--- config.mk ---
export PLATFORM = sky130hd
export DESIGN_NAME = radar_frame_deframer
export DESIGN_NICKNAME = d
export VERILOG_FILES = /design/src/rtl/radar_frame_deframer.sv
export SDC_FILE = /design/constraint.sdc
export NUM_CORES = 1
export LEC_CHECK = 0
export ABC_AREA = 1
export BUFFER_PORTS_ARGS = -buffer_cell sky130_fd_sc_hd__buf_2
export CAP_MARGIN = 15
export CORE_ASPECT_RATIO = 1.2
export CORE_MARGIN = 3
export CORE_UTILIZATION = 30
export CTS_CLUSTER_SIZE = 12
export DETAILED_ROUTE_END_ITERATION = 7
export GPL_ROUTABILITY_DRIVEN = 0
export PLACE_DENSITY = 0.6
export REMOVE_ABC_BUFFERS = 1
export SLEW_MARGIN = 20
export SYNTH_ARGS = -nofsm -noshare
export SYNTH_HDL_FRONTEND = slang
export SYNTH_SLANG_ARGS = --single-unit
export TNS_END_PERCENT = 10
--- constraint.sdc ---
create_clock -name axi_tclk -period 2.2 [get_ports axi_tclk]
set_input_delay 0.22 -clock axi_tclk [delete_from_list [all_inputs] [get_ports axi_tclk]]
set_output_delay 0.22 -clock axi_tclk [all_outputs]
set_load 0.05 [all_outputs]
--- src/rtl/radar_frame_deframer.sv ---
// Strips FRST/LAST timestamp markers from a 64-bit sample stream and re-frames the data with tlast.
// Optional length check enabled by defining RADAR_DEFRAMER_MAXLEN_EN.
module radar_frame_deframer #(
  parameter int MAX_WORDS = 32768,
  parameter int LEN_WIDTH = 16
) (
  input  logic                 axi_tclk,
  input  logic                 axi_tresetn,
  input  logic [63:0]          s_axis_tdata,
  input  logic                 s_axis_tvalid,
  input  logic                 s_axis_tlast,
  output logic                 s_axis_tready,
  output logic [63:0]          m_axis_tdata,
  output logic                 m_axis_tvalid,
  output logic                 m_axis_tlast,
  input  logic                 m_axis_tready,
  output logic [31:0]          frame_start_ts,
  output logic [31:0]          frame_end_ts,
  output logic [LEN_WIDTH-1:0] frame_len,
  output logic                 frame_done,
  output logic [LEN_WIDTH-1:0] frame_cnt,
  output logic                 err_orphan_last,
  output logic                 err_missing_last,
  output logic                 err_empty,
  output logic                 err_overflow
);

  localparam logic [31:0] FRST_MARK = 32'h4652_5354;
  localparam logic [31:0] LAST_MARK = 32'h4C41_5354;

  typedef enum logic {HUNT, DATA} state_t;

  state_t               state_reg;
  logic [63:0]          hold_data_reg;
  logic                 hold_valid_reg;
  logic [LEN_WIDTH-1:0] word_cnt_reg;

  logic is_frst;
  logic is_last;
  logic out_free;
  logic s_fire;
  logic over_limit;
  logic unused_tlast;

  assign is_frst       = (s_axis_tdata[31:0] == FRST_MARK);
  assign is_last       = (s_axis_tdata[31:0] == LAST_MARK);
  assign out_free      = !m_axis_tvalid || m_axis_tready;
  assign s_axis_tready = (state_reg == HUNT) || out_free;
  assign s_fire        = s_axis_tvalid && s_axis_tready;
  // Framing comes only from the in-band markers.
  assign unused_tlast  = s_axis_tlast;

`ifdef RADAR_DEFRAMER_MAXLEN_EN
  localparam logic [LEN_WIDTH:0] MAX_W = (LEN_WIDTH+1)'(MAX_WORDS);
  assign over_limit = ({1'b0, word_cnt_reg} >= MAX_W);
`else
  assign over_limit = 1'b0;
`endif

  always_ff @(posedge axi_tclk or negedge axi_tresetn) begin
    if (!axi_tresetn) begin
      state_reg        <= HUNT;
      hold_data_reg    <= '0;
      hold_valid_reg   <= 1'b0;
      word_cnt_reg     <= '0;
      m_axis_tdata     <= '0;
      m_axis_tvalid    <= 1'b0;
      m_axis_tlast     <= 1'b0;
      frame_start_ts   <= '0;
      frame_end_ts     <= '0;
      frame_len        <= '0;
      frame_done       <= 1'b0;
      frame_cnt        <= '0;
      err_orphan_last  <= 1'b0;
      err_missing_last <= 1'b0;
      err_empty        <= 1'b0;
      err_overflow     <= 1'b0;
    end else begin
      frame_done       <= 1'b0;
      err_orphan_last  <= 1'b0;
      err_missing_last <= 1'b0;
      err_empty        <= 1'b0;
      err_overflow     <= 1'b0;
      // A consumed beat frees O; any load below overrides this.
      if (m_axis_tvalid && m_axis_tready) begin
        m_axis_tvalid <= 1'b0;
      end
      if (s_fire) begin
        case (state_reg)
          HUNT: begin
            if (is_frst) begin
              frame_start_ts <= s_axis_tdata[63:32];
              word_cnt_reg   <= '0;
              hold_valid_reg <= 1'b0;
              state_reg      <= DATA;
            end else if (is_last) begin
              err_orphan_last <= 1'b0 | 1'b1;
            end
          end
          DATA: begin
            if (is_frst) begin
              err_missing_last <= 1'b1;
              if (hold_valid_reg) begin
                m_axis_tdata  <= hold_data_reg;
                m_axis_tlast  <= 1'b1;
                m_axis_tvalid <= 1'b1;
              end
              hold_valid_reg <= 1'b0;
              frame_start_ts <= s_axis_tdata[63:32];
              word_cnt_reg   <= '0;
            end else if (is_last) begin
              if (hold_valid_reg) begin
                m_axis_tdata  <= hold_data_reg;
                m_axis_tlast  <= 1'b1;
                m_axis_tvalid <= 1'b1;
              end
              hold_valid_reg <= 1'b0;
              frame_end_ts   <= s_axis_tdata[63:32];
              frame_len      <= word_cnt_reg;
              frame_done     <= 1'b1;
              frame_cnt      <= frame_cnt + 1'b1;
              err_empty      <= (word_cnt_reg == '0);
              state_reg      <= HUNT;
            end else if (over_limit) begin
              // Oversized frame: close what we have and drop the offending word.
              if (hold_valid_reg) begin
                m_axis_tdata  <= hold_data_reg;
                m_axis_tlast  <= 1'b1;
                m_axis_tvalid <= 1'b1;
              end
              hold_valid_reg <= 1'b0;
              err_overflow   <= 1'b1;
              state_reg      <= HUNT;
            end else begin
              if (hold_valid_reg) begin
                m_axis_tdata  <= hold_data_reg;
                m_axis_tlast  <= 1'b0;
                m_axis_tvalid <= 1'b1;
              end
              hold_data_reg  <= s_axis_tdata;
              hold_valid_reg <= 1'b1;
              if (word_cnt_reg != '1) begin
                word_cnt_reg <= word_cnt_reg + 1'b1;
              end
            end
          end
          default: state_reg <= HUNT;
        endcase
      end
    end
  end

endmodule

==> summary.md <==
| Metric | Value |
|---|---|
| Ys Warns | 0 |
| Slowest CP cell | dlygate4sd3_1 |
| Slowest stage delay, CP | 0.53 ns |
| Synth Register Bits | 248 |
| Async SR Flop Fraction | 100% |
| Clk network pwr share | 33.3% |
| Crit-path cells | dlygate4sd3_1 -> buf_2 -> inv_1 -> nand2_1 -> nor2_1 -> nand2_1 -> nor2_4 -> nand2_2 -> nand2_2 -> inv_2 -> nand2_2 -> buf_12 -> nand2_1 -> nand2_1 |
| Util after Layout | 40.2% |
| Post-cts resize count | 0 |
| Slew HR | 57.2% |
| Drt wl/cell | 14.9 um |
| Logic gate share of total power | 23.4% |
| Final number of max-transition violations | 0 |
| Max Cap Viol | 0 |
| First-pass GRT wire length | 48.1 mm |
| Average footprint of a synthesized cell | 8.46 um^2 |
| Max clock buf depth | 3 |
| Initial core utilization | 30.8% |
| Die ar. | 0.0378 mm^2 |
| Crit path DAT | 2.45 ns |
| Crit path kind | in2reg |
| Setup crit end kind | flop |
| Synth area leaders | dfrtp_1, nand2_1, nand3_1 |
| RSZ-0062 raised after global routing | false |
| Delay-heaviest family, CP | buffers and inverters |
| Sequential share of power | 43.2% |
| Total grt overflow | 0 |
| Mapped Cells | 1258 |
| CTS tree | done |
| Syn-to-layout area delta | 30.4% |
| Clk slew on worst S/H paths | 0.06 ns |
| Ports | 237 |
| Synth Cell Area | 0.0106 mm^2 |
| Clock Skew | 0.0173 ns |
| Detailed Place HPWL | 20.3 mm |
| Sw frac | 34.3% |
| Reg-to-reg startpoint | m_axis_tvalid |
| Data required, critical path | 2.67 ns |
| Count of final setup violators | 0 |
| Drt pass-1 iters | 7 |
| Synth top area share | 58.3% |
| Largest area contributor in the netlist | dfrtp_1 |
| Port Buf Inserts | 234 |
| Die Y | 212 um |
| Final ANT Viol Nets | 0 |
| Antenna violations before repair | 0 |
| Max IR drop VDD | 0.479 mV |
| FMAX | 507 MHz |
| N_diodes | 0 |
| Crit path from | s_axis_tdata[3] |
| Crit share post-route | 89.7% |
| Post-synth EDFFs | 0 |
| Static Leakage | 7.59 nW |
| Register area share after synthesis | 58.3% |
| Fin nets | 1620 |
| Most used cell, CP | nand2_1 |
| DRC | 0 |
| Vias in the first global route | 9132 |
| CTS sink count | 248 |
| Top FF cell, synth | dfrtp_1 |
| Worst slew pin tran | 0.641 ns |
| Fin crit period | 1.97 ns |
| Global Route Usage Sum | 15.8% |
| Share of cells above drive strength 1 | 20.9% |
| Status | complete, no violations |
| CP max FO | 46 |
| Worst Setup Start Kind | input port |
| DR iter-0 viols | 467 |
| H-tree levels | 1 |
| Final hold viol count | 0 |
| Via total after detailed routing | 9138 |
| Pwr Density | 912 mW/mm^2 |
| Avg Vias per Cell | 4.53 |
| Internal cell power | 0.00832 W |
| DIE WIDTH | 178 um |
| Cell variety after synth | 28 |
| Clock root buffer | clkbuf_16 |
| Worst skew pair latency | 0.54 ns |
| Pin count of the biggest net entering global routing | 75 |
| Synth cell count leaders | nand2_1, dfrtp_1, nand3_1 |
| TritonCTS Buffers | 27 |
| Worst path bufs/invs | 5 |
| Hold Path Class | in2reg |
| Switching power | 0.00434 W |
| FP Rows | 74 |
| Area of the core | 0.0345 mm^2 |
| Final setup TNS | 0 ns |
| Routed WL | 30.0 mm |
| Hold path startpoint | s_axis_tdata[21] |
| Most common cell in the netlist | nand2_1 |
[cells in the final DEF, fill, tap and decap left out, types with 6 or more instances in the layout]
cell type / instances
dfrtp_1: 247
clkbuf_16: 27
dlygate4sd3_1: 65
nand3_1: 163
nor2_1: 58
buf_4: 21
o21ai_0: 94
o21ai_1: 10
xor2_1: 14
nand2_2: 8
nand2_1: 465
buf_12: 10
buf_2: 233
nand4_1: 6
inv_1: 92
[through the flow]
stage	std cells	hold WS, ns	worst slack [ns]	total power [W]	cell area, um^2
after global routing	2018	0.0368	0.0284	0.0133	13900
after CTS	2018	0.0106	0.213	0.0129	13900
final	2018	0.0411	0.227	0.0127	13900
after global placement	1910	0.269	0.232	0.00842	12400
after detailed placement	1910	0.269	0.198	0.00847	12400
after floorplan	1189	-0.0756	-2.63	0.00751	10300
[worst paths after layout]
path / end / slack [ns] / cells past startpoint
worst max-delay path: frame_end_ts[26] / 0.23 / 14
worst min-delay path: hold_data_reg[21] / 0.04 / 3
worst max register to register: hold_data_reg[38] / 0.31 / 11
worst min register to register: m_axis_tdata[4] / 0.46 / 2
max in group asynchronous: hold_data_reg[46] / 1.22 / 3
min in group asynchronous: frame_end_ts[10] / 0.27 / 2
[worst register-to-register path: cells and delay by family, from the launching register on]
| family | cells | cell delay (ns) |
|---|---|---|
| flip-flops | 1 | 0.38 |
| AO/OA/AOI/OAI | 1 | 0.08 |
| AND/OR/NAND/NOR | 6 | 0.68 |
| buffers and inverters | 4 | 0.62 |
[per-layer routing]
metal | track usage, % | routed length (um) | vias up
met4 | 5.61 | 957 | 0
met1 | 20.0 | 12700 | 4300
met2 | 27.4 | 14700 | 250
met5 | 0 | 0 | -
li1 | - | - | 4529
met3 | 2.38 | 1650 | 59
[cell type report]
| cell class | instances | area, um^2 |
|---|---|---|
| clock buffers | 35 | 736 |
| inverters | 97 | 364 |
| well taps | 456 | 571 |
| multi-input cells | 844 | 3740 |
| flip-flops and latches | 248 | 6210 |
| repair buffers | 330 | 2190 |
| clock inverters | 8 | 70.1 |
| fillers | 3494 | 20700 |
[power groups by stage]
| stage | sequential (W) | clock (W) | combinational (W) |
|---|---|---|---|
| 6_report | 0.00547 | 0.00422 | 0.00297 |
| 5_1_grt | 0.00555 | 0.00454 | 0.00322 |
| 4_1_cts | 0.00548 | 0.00438 | 0.00301 |
| 3_5_place_dp | 0.00556 | 0 | 0.00291 |
| 3_3_place_gp | 0.00553 | 0 | 0.00289 |
| 2_1_floorplan | 0.00677 | 0 | 0.000748 |
[logic make-up (layout without fill, tap and decap cells)]
kind of cell	count (synthesis)	after routing	share of synthesized area, %
AND/OR/NAND/NOR	718	718	28.2
other	1	1	0.0352
buffers and inverters	166	470	6.76
flip-flops	248	248	58.3
AO/OA/AOI/OAI	104	104	4.89
XOR/XNOR	18	18	1.48
adder cells (fa/ha/maj)	3	3	0.353
[repair_timing]
item	CTS	global route
endpoints found under the setup margin	0	0
setup buffers	0	0
endpoints found under the hold margin	190	0
hold buffers	65	0
Power figures use the tool's default switching activity.
